### config.mk
export PLATFORM = sky130hd
export DESIGN_NAME = lpc_recursion_ctrl
export DESIGN_NICKNAME = d
export VERILOG_FILES = /design/src/rtl/lpc_pkg.sv /design/src/rtl/lpc_operand_mux.sv /design/src/rtl/lpc_recursion_ctrl.sv
export SDC_FILE = /design/constraint.sdc
export NUM_CORES = 1
export LEC_CHECK = 0
export CAP_MARGIN = 5
export CORE_AREA = 2 2 422 424
export CTS_CLUSTER_SIZE = 10
export DETAILED_ROUTE_END_ITERATION = 8
export DIE_AREA = 0 0 424 426
export HOLD_SLACK_MARGIN = 0.15
export SLEW_MARGIN = 20
export SYNTH_ARGS = -nofsm -noshare
export SYNTH_HDL_FRONTEND = slang
export SYNTH_SLANG_ARGS = --single-unit
### constraint.sdc
create_clock -name clk -period 5.3 [get_ports clk]
set_input_delay 0.53 -clock clk [delete_from_list [all_inputs] [get_ports clk]]
set_output_delay 0.53 -clock clk [all_outputs]
set_load 0.005 [all_outputs]
### src/rtl/lpc_pkg.sv
// Shared constants, state codes and lane types for the Levinson-Durbin
// recursion controller and its operand builder.
package lpc_pkg;

  localparam int MAX_ORDER = 10;
  localparam int LANES     = MAX_ORDER + 1;
  localparam int OPW       = 32;
  localparam int CW        = 16;

  localparam logic [OPW-1:0] Q15_ONE_32 = 32'd32768;
  localparam logic [CW-1:0]  K_UNSTABLE = 16'h8000;

  typedef logic [2:0] state_t;

  localparam state_t IDLE     = 3'd0;
  localparam state_t WAIT_K   = 3'd1;
  localparam state_t ISSUE    = 3'd2;
  localparam state_t WAIT_UPD = 3'd3;
  localparam state_t DONE     = 3'd4;

  // a[1..MAX_ORDER], element i-1 holds a[i]
  typedef logic [MAX_ORDER-1:0][CW-1:0] store_t;
  typedef logic [LANES-1:0][OPW-1:0]    opvec_t;
  typedef logic [LANES-1:0][CW-1:0]     resvec_t;

  function automatic logic [OPW-1:0] sext(input logic [CW-1:0] v);
    return {{(OPW-CW){v[CW-1]}}, v};
  endfunction

endpackage

### src/rtl/lpc_operand_mux.sv
// Builds the forward and reversed operand lanes for order m from the
// coefficient store; a[0] is the implicit Q15 1.0.
module lpc_operand_mux
  import lpc_pkg::*;
(
  input  store_t     a,
  input  logic [3:0] m,
  output opvec_t     op_fwd,
  output opvec_t     op_rev
);

  assign op_fwd[0] = Q15_ONE_32;

  for (genvar i = 1; i < LANES; i++) begin : g_fwd
    assign op_fwd[i] = (4'(i) < m) ? sext(a[i-1]) : '0;
  end

  for (genvar i = 0; i < LANES; i++) begin : g_rev
    logic [3:0] j;
    assign j = m - 4'(i);
    // lane i carries a[m-i]; lanes beyond m stay zero
    assign op_rev[i] = (4'(i) > m)  ? '0 :
                       (j == 4'd0)  ? Q15_ONE_32 :
                                      sext(a[j - 4'd1]);
  end

endmodule

### src/rtl/lpc_recursion_ctrl.sv
// Levinson-Durbin order-recursion sequencer: accepts one k per order, drives
// the external coefficient-update datapath and writes its results back.
module lpc_recursion_ctrl
  import lpc_pkg::*;
#(
  parameter int ORDER   = MAX_ORDER,
  parameter int UPD_LAT = 3
) (
  input  logic           clk,
  input  logic           rst,
  input  logic           start,
  input  logic [15:0]    k_in,
  input  logic           k_valid,
  output logic           k_ready,
  output logic [3:0]     order_m,
  output logic [351:0]   upd_aL,
  output logic [351:0]   upd_aR,
  output logic [15:0]    upd_k,
  output logic           upd_v,
  input  logic [175:0]   upd_a_next,
  output logic [159:0]   a_out,
  output logic           coeff_valid,
  output logic           done,
  output logic           err
);

  localparam int CNT_W = $clog2(UPD_LAT + 1);

  state_t           state;
  logic [3:0]       m;
  store_t           a_q;
  opvec_t           fwd_d, rev_d, fwd_q, rev_q;
  logic [CW-1:0]    k_q;
  logic             err_q, cv_q, done_q;
  logic [CNT_W-1:0] cnt;
  resvec_t          nxt;
  logic             unused_lane0;

  assign nxt          = upd_a_next;
  assign unused_lane0 = ^nxt[0];

  lpc_operand_mux u_mux (
    .a      (a_q),
    .m      (m),
    .op_fwd (fwd_d),
    .op_rev (rev_d)
  );

  always_ff @(posedge clk) begin
    if (rst) begin
      state  <= IDLE;
      m      <= '0;
      a_q    <= '0;
      fwd_q  <= '0;
      rev_q  <= '0;
      k_q    <= '0;
      err_q  <= 1'b0;
      cv_q   <= 1'b0;
      done_q <= 1'b0;
      cnt    <= '0;
    end else begin
      done_q <= 1'b0;
      case (state)
        IDLE: begin
          if (start) begin
            a_q   <= '0;
            m     <= 4'd1;
            err_q <= 1'b0;
            cv_q  <= 1'b0;
            state <= WAIT_K;
          end
        end
        WAIT_K: begin
          if (k_valid) begin
            k_q <= k_in;
            if (k_in == K_UNSTABLE) begin
              err_q  <= 1'b1;
              done_q <= 1'b1;
              m      <= '0;
              state  <= IDLE;
            end else begin
              // operands frozen here and held until write-back
              fwd_q <= fwd_d;
              rev_q <= rev_d;
              cnt   <= '0;
              state <= ISSUE;
            end
          end
        end
        ISSUE: state <= WAIT_UPD;
        WAIT_UPD: begin
          // completion is timed purely by the latency counter
          if (cnt == CNT_W'(UPD_LAT - 1)) begin
            for (int i = 1; i <= MAX_ORDER; i++)
              if (4'(i) <= m) a_q[i-1] <= nxt[i];
            if (m == 4'(ORDER)) begin
              cv_q   <= 1'b1;
              done_q <= 1'b1;
              state  <= DONE;
            end else begin
              m     <= m + 4'd1;
              state <= WAIT_K;
            end
          end else begin
            cnt <= cnt + CNT_W'(1);
          end
        end
        DONE: begin
          m     <= '0;
          state <= IDLE;
        end
        default: state <= IDLE;
      endcase
    end
  end

  assign k_ready     = (state == WAIT_K);
  assign upd_v       = (state == ISSUE);
  assign order_m     = m;
  assign upd_aL      = fwd_q;
  assign upd_aR      = rev_q;
  assign upd_k       = k_q;
  assign a_out       = a_q;
  assign coeff_valid = cv_q;
  assign done        = done_q;
  assign err         = err_q;

endmodule

=== After elaboration in Yosys (flattened, before gate mapping) ===
Index checks and enable logic that the tools add are counted.

* Logic and storage cells: 257
* Bits of input ports: 196
* Flip-flop bits (word level): 861
* Output and inout port bits: 889

* Reductions and logical operators: 33
* Magnitude comparators: 42
* Add/subtract/negate cells: 22
* Multiplexer cells: 95
* Equality and inequality tests: 25
* Bitwise logic cells: 1

{| class="wikitable"
|+ Operators by type and width
! cell !! count
|-
| $mux W32 || 32
|-
| $bmux W16 S4 || 11
|-
| $mux W16 || 21
|-
| $mux W160 || 2
|-
| $pmux W160 S2 || 1
|-
| $lt A4 B5 Y1 const B || 11
|-
| $reduce_and A4 Y1 || 13
|-
| $logic_not A4 Y1 || 11
|-
| $sub A4 B1 Y4 const B || 11
|-
| $ne A2 B2 Y1 const B || 17
|-
| $mux W4 || 5
|-
| $eq A16 B16 Y1 const B || 1
|-
| $gt A3 B4 Y1 const A || 4
|-
| $le A3 B4 Y1 const A || 4
|-
| $lt A3 B4 Y1 const A || 4
|-
| $pmux W4 S4 || 1
|-
| $sub A4 B3 Y4 const B || 4
|-
| $gt A4 B4 Y1 const A || 3
|-
| $le A4 B4 Y1 const A || 3
|-
| $lt A4 B4 Y1 const A || 3
|-
| $mux W3 || 4
|-
| $pmux W3 S4 || 1
|-
| $sub A4 B4 Y4 const B || 3
|-
| $mux W1 || 9
|-
| other kinds (25) || 39
|}

=== Logic depth before layout (Yosys ltp) ===
Gate-level depths: netlist (run 1).

* Depth in word-level cells: 6
* Mapped depth: 14
* Gate-level depth less buffers: 8

=== Hierarchy ===
A second synthesis (run 1) with hierarchy kept.

* Cells, all modules: 5741
* Area total of the unflattened synthesis: 44117.3 um2

{| class="wikitable"
|+ By module, submodules not included
! module !! instances !! area an instance (um2) !! seq. area each (um2) !! cells an instance
|-
| lpc_recursion_ctrl || 1 || 31514.0 || 17857.1 || 3944
|-
| lpc_operand_mux || 1 || 12603.3 || 0.0 || 1797
|}

=== Least setup slack after synthesis (run 1) ===
No wires, ideal clock.

* Kind: register -> register
* Start: register m[2] (netlist: order_m[2])
* End: register rev_q (netlist bit upd_aR[198])
* Stages on the path, launching flop included: 14
* Slack: 1.765 ns
* Period minus slack after synthesis: 3.535 ns
* Setup time: 0.128 ns
* Required time: 5.172 ns
* Path buffers: 6
* Arrival: 3.408 ns
* Cells stage by stage: dfxtp_1 buf_4 buf_2 inv_1 clkbuf_1 clkbuf_1 ha_1 buf_2 xnor2_1 buf_2 mux2i_1 o21ai_1 a22oi_1 nor2_1

* Longest elaborated chain between the ends: 6
* Elaborated cells on any way between the ends: 8
* Those cells by class: add/sub (2); order compare (1); mux (4); reduce/logical (1)

{| class="wikitable"
|+ RTL lines
! what !! line !! RTL
|-
| start: declaration || lpc_recursion_ctrl.sv:30 || <nowiki>logic [3:0] m;</nowiki>
|-
| start signal: assignment || lpc_recursion_ctrl.sv:101 || <nowiki>m <= m + 4'd1;</nowiki>
|-
| $sub A4 B3 Y4 || lpc_operand_mux.sv:20 || <nowiki>assign j = m - 4'(i);</nowiki>
|-
| $sub A4 B1 Y4 || lpc_operand_mux.sv:24 || <nowiki>sext(a[j - 4'd1]);</nowiki>
|-
| $bmux W16 S4 || lpc_operand_mux.sv:24 ||
|-
| $mux W16 (implied by the code) || lpc_operand_mux.sv:24 ||
|-
| $mux W32 || lpc_operand_mux.sv:23 || <nowiki>(j == 4'd0) ? Q15_ONE_32 :</nowiki>
|-
| $mux W32 (*) || lpc_operand_mux.sv:22 || <nowiki>assign op_rev[i] = (4'(i) > m) ? '0 :</nowiki>
|-
| end signal: assignment || lpc_recursion_ctrl.sv:84 || <nowiki>rev_q <= rev_d;</nowiki>
|-
| end: declaration || lpc_recursion_ctrl.sv:32 || <nowiki>opvec_t fwd_d, rev_d, fwd_q, rev_q;</nowiki>
|}

Mark *: on every way between the ends. The rest lies on a longest branch, timed or not. The select of a mux whose other input is x is not followed.
A chain may end at the register's enable or synchronous reset.

=== Worst setup path after layout (run 1) ===
* Start: register m[1] (netlist: order_m[1])
* End: register rev_q (netlist bit upd_aR[101])

* Longest elaborated chain between the ends: 6
* Elaborated cells on any way between the ends: 8
* Those cells by class: add/sub (2); order compare (1); mux (4); reduce/logical (1)

{| class="wikitable"
|+ RTL lines
! what !! line
|-
| $sub A4 B2 Y4 || lpc_operand_mux.sv:20
|-
| $sub A4 B1 Y4 || lpc_operand_mux.sv:24
|-
| $bmux W16 S4 || lpc_operand_mux.sv:24
|-
| $mux W16 (implied by the code) || lpc_operand_mux.sv:24
|-
| $mux W32 || lpc_operand_mux.sv:23
|-
| $mux W32 (*) || lpc_operand_mux.sv:22
|}

Marks and branches as above.

==> results of run 1 <==
==> worst max-delay path by stage <==
stage	from	to	cells after the start
5_1_grt	order_m[1]	upd_aR[302]	8
2_1_floorplan	order_m[2]	upd_aR[198]	13
4_1_cts	order_m[1]	upd_aR[101]	8
6_report	order_m[1]	upd_aR[101]	8
3_3_place_gp	order_m[1]	upd_aR[266]	9
3_5_place_dp	order_m[1]	upd_aR[101]	8
==> synth_stat cells (4+ instances only) <==
master / instances / share of area
sky130_fd_sc_hd__nand2_1: 579 / 0.073
sky130_fd_sc_hd__dfxtp_1: 536 / 0.36
sky130_fd_sc_hd__a21oi_1: 472 / 0.080
sky130_fd_sc_hd__buf_4: 372 / 0.094
sky130_fd_sc_hd__nand3_1: 346 / 0.058
sky130_fd_sc_hd__mux2i_1: 206 / 0.070
sky130_fd_sc_hd__clkbuf_1: 185 / 0.023
sky130_fd_sc_hd__nor2_1: 152 / 0.019
sky130_fd_sc_hd__o21ai_1: 77 / 0.013
sky130_fd_sc_hd__buf_2: 75 / 0.013
sky130_fd_sc_hd__a22oi_1: 68 / 0.017
sky130_fd_sc_hd__mux4_2: 68 / 0.052
sky130_fd_sc_hd__mux2_2: 47 / 0.018
sky130_fd_sc_hd__and2_1: 34 / 0.0072
sky130_fd_sc_hd__a221oi_1: 33 / 0.0098
sky130_fd_sc_hd__o211ai_1: 31 / 0.0079
sky130_fd_sc_hd__o21ai_0: 31 / 0.0052
sky130_fd_sc_hd__nor3_1: 25 / 0.0042
sky130_fd_sc_hd__nand2b_1: 22 / 0.0046
sky130_fd_sc_hd__nand3b_1: 20 / 0.0051
sky130_fd_sc_hd__a21boi_1: 19 / 0.0048
sky130_fd_sc_hd__a21boi_0: 16 / 0.0041
sky130_fd_sc_hd__a22o_1: 16 / 0.0047
sky130_fd_sc_hd__buf_1: 16 / 0.0020
sky130_fd_sc_hd__ha_1: 16 / 0.0068
sky130_fd_sc_hd__a2bb2oi_1: 15 / 0.0044
sky130_fd_sc_hd__inv_1: 10 / 0.0013
sky130_fd_sc_hd__o22ai_1: 10 / 0.0021
sky130_fd_sc_hd__o22ai_2: 10 / 0.0042
sky130_fd_sc_hd__xnor2_1: 10 / 0.0030
sky130_fd_sc_hd__nor4_1: 6 / 0.0013
sky130_fd_sc_hd__or3_1: 6 / 0.0013
sky130_fd_sc_hd__a21oi_2: 5 / 0.0015
sky130_fd_sc_hd__and3_1: 4 / 0.00084
sky130_fd_sc_hd__nor2b_1: 4 / 0.00084
sky130_fd_sc_hd__xor2_1: 4 / 0.0012
==> power groups by stage <==
stage | clock [W] | sequential, W | combinational, W
after floorplan | 0 | 0.00421 | 0.00135
after global placement | 0 | 0.00428 | 0.00219
after detailed placement | 0 | 0.00428 | 0.00221
after CTS | 0.00522 | 0.00420 | 0.00221
after global routing | 0.00533 | 0.00420 | 0.00233
final | 0.00506 | 0.00419 | 0.00220
==> registers in the layout (all words and copies together), names as in the netlist <==
register     flops
coeff_valid      1
order_m          4
a_out          160
err              1
upd_aR         187
upd_aL         161
upd_k           16
cnt              2
state            3
done             1
==> per-layer routing <==
layer / track usage / vias to the layer above / routed length [um]
met5: 0 / - / 0
met4: 0.149 / 0 / 15900
met3: 0.0352 / 380 / 11500
met2: 0.348 / 1488 / 94300
met1: 0.220 / 14800 / 70100
li1: - / 13500 / -
==> critical path: stages, from the launching register on <==
cell and delay [ps]:
sky130_fd_sc_hd__dfxtp_1 600, sky130_fd_sc_hd__inv_1 250, sky130_fd_sc_hd__ha_4 550, sky130_fd_sc_hd__nor2_1 90, sky130_fd_sc_hd__a32o_1 310, sky130_fd_sc_hd__or3_1 670, sky130_fd_sc_hd__a21oi_2 820, sky130_fd_sc_hd__a21boi_1 150
sky130_fd_sc_hd__a221oi_1 330
==> kinds of logic after synthesis <==
| kind of cell | synth area share |
|---|---|
| mux | 0.140 |
| buf+inv | 0.135 |
| compound gates | 0.168 |
| fa+ha+maj | 0.00676 |
| other cells | 0.000127 |
| xor+xnor | 0.00655 |
| flops | 0.362 |
| simple gates | 0.181 |
==> per-stage QoR <==
| step | hold WS (ps) | instances | total power (W) | utilization |
|---|---|---|---|---|
| floorplan | 436 | 3635 | 0.00556 | - |
| global placement | 438 | 6457 | 0.00647 | 0.228 |
| detailed placement | 444 | 6457 | 0.00649 | 0.228 |
| CTS | 307 | 6580 | 0.0116 | 0.242 |
| global route | 357 | 6585 | 0.0119 | 0.242 |
| finish | 382 | 6598 | 0.0115 | 0.242 |
==> final cells by class <==
type,count,area [um2],area share
antenna,18,45.0,0.00106
timing repair buffer,1133,11200,0.264
clock inverter,26,282,0.00662
inverter,12,45.0,0.00106
tap,2340,2930,0.0689
clock buffer,97,2090,0.0492
multi-input combinational,2436,15200,0.357
sequential,536,10700,0.253
==> flow_summary.yaml, run 1 <==
global_route:
  grt_antenna_before_repair: 35
  largest_net_degree_at_the_start_of_global_routing: 170
  globalRouteTotalUtil: 0.201
  first_global_vias: 27900
  wire_length_of_the_first_global_routing_pass_um: 248000
  grt_overflow_total: 0
final_layout:
  areaGrowthSynthToFinish_pct: 43.5
  mostFrequentLayoutCell: "sky130_fd_sc_hd__clkdlybuf4s50_1"
  filler_cell_count: 19200
  finalInstanceArea_mm2: 0.0425
  nets: 4405
  ratio_of_cells_with_drive_above_1_in_the_final_layout: 0.0880
  mostFrequentLayoutCells: "sky130_fd_sc_hd__clkdlybuf4s50_1 (1036), sky130_fd_sc_hd__nand2_1 (578), sky130_fd_sc_hd__dfxtp_1 (535), sky130_fd_sc_hd__a21oi_1 (470), sky130_fd_sc_hd__nand3_1 (346)"
cts:
  clock_tree.htree_level_count: 3
  cts_buffers: 74
  cts-root-to-sink-buffers: 3
  ctsResizeCount: 0
  tritoncts: "done"
  cts_hold_buf: 0
  ctsRootBufferMaster: "sky130_fd_sc_hd__clkbuf_16"
  clock_insertion_delay_at_the_later_pin_of_the_skew_report_ps: 710
  cts.sink_count: 536
  cts.repair_timing.setup_buffer_count: 0
  reg_clk_slew_reported_paths_ps: 70
placement:
  gp_congestion: 0.889
  place_hpwl_um: 149000
  port_bufs: 1037
  placed_cell_area_mm2: 0.0401
  pre_cts_slack_ps: 1530
timing:
  setup_tns_ps: 0
  finalMaxSlewViolations: 0
  achievable-frequency_mhz: 257
  slew_headroom: 0.261
  finalCritPeriodShare: 0.735
  max_slew.worst_pin.slew_ps: 1110
  final.setup_skew_ps: 40.2
  finalSetupViolCount: 0
  rsz_0062_raised_after_global_routing: "false"
  period_minus_slack_ps: 3900
  setup_slack_ps: 1400
  final_count_of_hold_timing_violations: 0
yosys:
  ys_types: 75
  synthesis.yosys.warnings: 0
  mappedNetlistArea_mm2: 0.0296
  postSynthCellCount: 3605
  synth-seq-area-share: 0.362
  synth_async_sr_flop_share: 0
  synth_enable_flop_cells: 0
  synth.avg_cell_area_um2: 8.22
  synth_seq_cells: 536
  most_frequently_used_flop_master_after_synthesis: "sky130_fd_sc_hd__dfxtp_1"
setup_path:
  worstPathRequired_ps: 5880
  path_class: "reg2reg"
  worst_r2r_path_depth: 8
  r2r_start: "order_m[1]"
  regToRegEndpoint: "upd_aR[101]"
  timing.critical_path.arrival_ps: 4470
  setup.reg_to_reg.worst_slack_ps: 1400
  startpoint_type: "register"
  end_kind: "register"
  critPathMaxFanout: 23
power_and_ir_drop:
  relative_contribution_of_the_clock_network_to_total_power: 0.442
  netSwitchingPower_w: 0.00380
  powerDensity_mw_per_mm2: 269
  power.internal_w: 0.00765
  max-vdd-ir-drop_mv: 0.252
  pwr-share-comb: 0.192
  cellLeakagePower_nw: 13.4
  power_frac_seq: 0.366
  power.switching_fraction: 0.332
die:
  dieHeight_um: 426
  num_io_pins: 1085
  initial_core_util: 0.169
  design.die.area_mm2: 0.181
  horizontal_die_dimension_um: 424
  core_ar_mm2: 0.176
  placementRows: 154
drt:
  wirelength_um: 192000
  drt_pass1_iterations: 8
  route.vias.total: 30100
  antenna_violating_nets_remaining: 0
  drt_first_iter_violations: 2735
  drc_errors: 0
  viasPerCell: 4.56
  route.detailed.wl_per_inst_um: 29.1
hold_path:
  worst_hold_path.endpoint: "a_out[47]"
  min_from: "upd_a_next[63]"
  worst_hold_path.num_cells: 3
  worst_hold_path_type: "in2reg"
job:
  maxCapViolations: 0
run_status:
  status: "finished, final reports clean"
Note: power is estimated with default switching activity, not from simulation.
==> inputs of run 2 (changes only) <==
--- a/config.mk
+++ b/config.mk
@@ -6,10 +6,10 @@
 export NUM_CORES = 1
 export LEC_CHECK = 0
 export CAP_MARGIN = 5
-export CORE_AREA = 2 2 422 424
+export CORE_AREA = 2 2 423 425
 export CTS_CLUSTER_SIZE = 10
 export DETAILED_ROUTE_END_ITERATION = 8
-export DIE_AREA = 0 0 424 426
+export DIE_AREA = 0 0 425 427
 export HOLD_SLACK_MARGIN = 0.15
 export SLEW_MARGIN = 20
 export SYNTH_ARGS = -nofsm -noshare
==> constraint.sdc (replaced) <==
create_clock -name clk -period 3.7 [get_ports clk]
set_input_delay 0.37 -clock clk [delete_from_list [all_inputs] [get_ports clk]]
set_output_delay 0.37 -clock clk [all_outputs]
set_load 0.005 [all_outputs]
==> flow_summary.yaml, run 2 (same netlist as run 1, synthesis figures left out) <==
setup_path:
  critPathTopFamily: "compound AO/OA/AOI/OAI gates"
  critPathMaxFanout: 21
  regToRegEndpoint: "upd_aR[109]"
  worst-path-stages: 9
  cp-endpoint: "upd_aR[109]"
  path_class: "reg2reg"
  end_kind: "register"
  r2r_start: "order_m[0]"
  worst_r2r_path_depth: 9
  critical_path.n_buffers_inverters: 2
  startpoint_type: "register"
  setup.reg_to_reg.worst_slack_ps: 470
  critical_path.slowest_cell: "sky130_fd_sc_hd__or3_1"
  timing.critical_path.arrival_ps: 3830
  worstSetupStartpoint: "order_m[0]"
  delay_contributed_by_the_slowest_stage_of_the_critical_path_ps: 660
  crit_path_cell_trace: "inv_2, ha_4, nor2_1, a32o_1, or3_1, a21oi_2, buf_4, a21boi_1, a221oi_1"
  worstPathRequired_ps: 4300
die:
  horizontal_die_dimension_um: 425
  dieHeight_um: 427
  design.die.area_mm2: 0.181
  initial_core_util: 0.167
  num_io_pins: 1085
  core_ar_mm2: 0.177
  placementRows: 155
cts:
  ctsRootBufferMaster: "sky130_fd_sc_hd__clkbuf_16"
  cts-root-to-sink-buffers: 3
  clock_insertion_delay_at_the_later_pin_of_the_skew_report_ps: 720
  reg_clk_slew_reported_paths_ps: 60
  cts.repair_timing.setup_buffer_count: 0
  clock_tree.htree_level_count: 3
  tritoncts: "done"
  cts.sink_count: 536
  cts_buffers: 74
timing:
  finalMaxSlewViolations: 0
  final_count_of_hold_timing_violations: 0
  final.setup_skew_ps: 46.9
  achievable-frequency_mhz: 310
  finalCritPeriodShare: 0.872
  rsz_0062_raised_after_global_routing: "false"
  setup_tns_ps: 0
  period_minus_slack_ps: 3230
  max_slew.worst_pin.slew_ps: 1120
  slew_headroom: 0.254
  finalSetupViolCount: 0
global_route:
  globalRouteTotalUtil: 0.197
  largest_net_degree_at_the_start_of_global_routing: 124
  first_global_vias: 27800
  grt_antenna_before_repair: 29
  grt_overflow_total: 0
  wire_length_of_the_first_global_routing_pass_um: 244000
power_and_ir_drop:
  cellLeakagePower_nw: 13.8
  powerDensity_mw_per_mm2: 385
  max-vdd-ir-drop_mv: 0.335
drt:
  viasPerCell: 4.54
  drc_errors: 0
  drt_first_iter_violations: 2657
  route.detailed.wl_per_inst_um: 28.4
  antenna_violating_nets_remaining: 0
  drt_pass1_iterations: 6
  wirelength_um: 190000
  route.vias.total: 30300
final_layout:
  mostFrequentLayoutCell: "sky130_fd_sc_hd__clkdlybuf4s50_1"
  ratio_of_cells_with_drive_above_1_in_the_final_layout: 0.102
  mostFrequentLayoutCells: "sky130_fd_sc_hd__clkdlybuf4s50_1 (1036), sky130_fd_sc_hd__nand2_1 (578), sky130_fd_sc_hd__dfxtp_1 (535), sky130_fd_sc_hd__a21oi_1 (470), sky130_fd_sc_hd__nand3_1 (346)"
  nets: 4481
  flip_flop_count_of_the_largest_register_all_copies_and_words_added: 187
  finalCoreUtilization: 0.244
  areaGrowthSynthToFinish_pct: 46.0
run_status:
  status: "finished, final reports clean"
job:
  maxCapViolations: 0
placement:
  gp_congestion: 0.883
  place_hpwl_um: 149000
  port_bufs: 1037
hold_path:
  worst_hold_path_type: "in2reg"
run 2: cell count changes in the layout (fill, tap and decap cells not counted), sizes merged, moves of 4 or more:
cell / before / now
clkinv: 18 / 8
bufinv: 2 / 6
diode: 18 / 8
clkbuf: 97 / 103
buf: 97 / 172
run 2: worst min path at each step:
stage	startpoint	to	slack [ps]	cells after the start
after detailed placement	upd_aR[35]	upd_aR[35]	440	2
after global placement	upd_aL[300]	upd_aL[300]	440	2
after CTS	upd_a_next[173]	a_out[157]	160	3
after global routing	upd_a_next[108]	a_out[92]	200	3
final	upd_a_next[166]	a_out[150]	220	3
after floorplan	cnt[1]	cnt[1]	440	2
run 2: stage by stage:
stage	setup slack (ps)	std cells	area, um2	hold slack, ps	power, W
floorplan	165	3635	29700	436	0.00796
global placement	442	6547	40800	439	0.00935
detailed placement	398	6547	40800	443	0.00938
CTS	573	6671	43200	156	0.0168
global route	371	6674	43200	201	0.0172
finish	472	6679	43300	220	0.0167
run 2: layout make-up:
| cell class | instances | area [um2] |
|---|---|---|
| fill | 19300 | 134000 |
| multi-input combinational | 2436 | 15200 |
| antenna | 8 | 20.0 |
| timing repair buffer | 1209 | 11900 |
| sequential | 536 | 10700 |
| tap | 2355 | 2950 |
| clock inverter | 20 | 313 |
| clock buffer | 103 | 2110 |
| inverter | 12 | 45.0 |
run 2: per-layer routing:
| metal | global-route usage | wire length [um] | up-vias |
|---|---|---|---|
| li1 | - | - | 13600 |
| met1 | 0.215 | 69000 | 14900 |
| met2 | 0.348 | 94800 | 1501 |
| met3 | 0.0382 | 11800 | 362 |
| met4 | 0.130 | 13900 | 8 |
| met5 | 0 | 53 | - |
run 2: timing repair:
action	CTS	global route
hold endpoints to repair	37	0
resized for setup	0	0
hold buffers	1	0
run 2: power by group:
part           total, W  leakage, nW  internal (W)  switching [W]
Sequential      0.00601         4.32       0.00584       0.000176
Clock           0.00738         1.17       0.00440        0.00298
Combinational   0.00326         8.30       0.00109        0.00217
run 2: tightest hold or removal path, delay by kind of cell:
kind	cells	cell delay (ps)
AND/OR/NAND/NOR	1	60
buffers and inverters	1	400
AO/OA/AOI/OAI	1	60
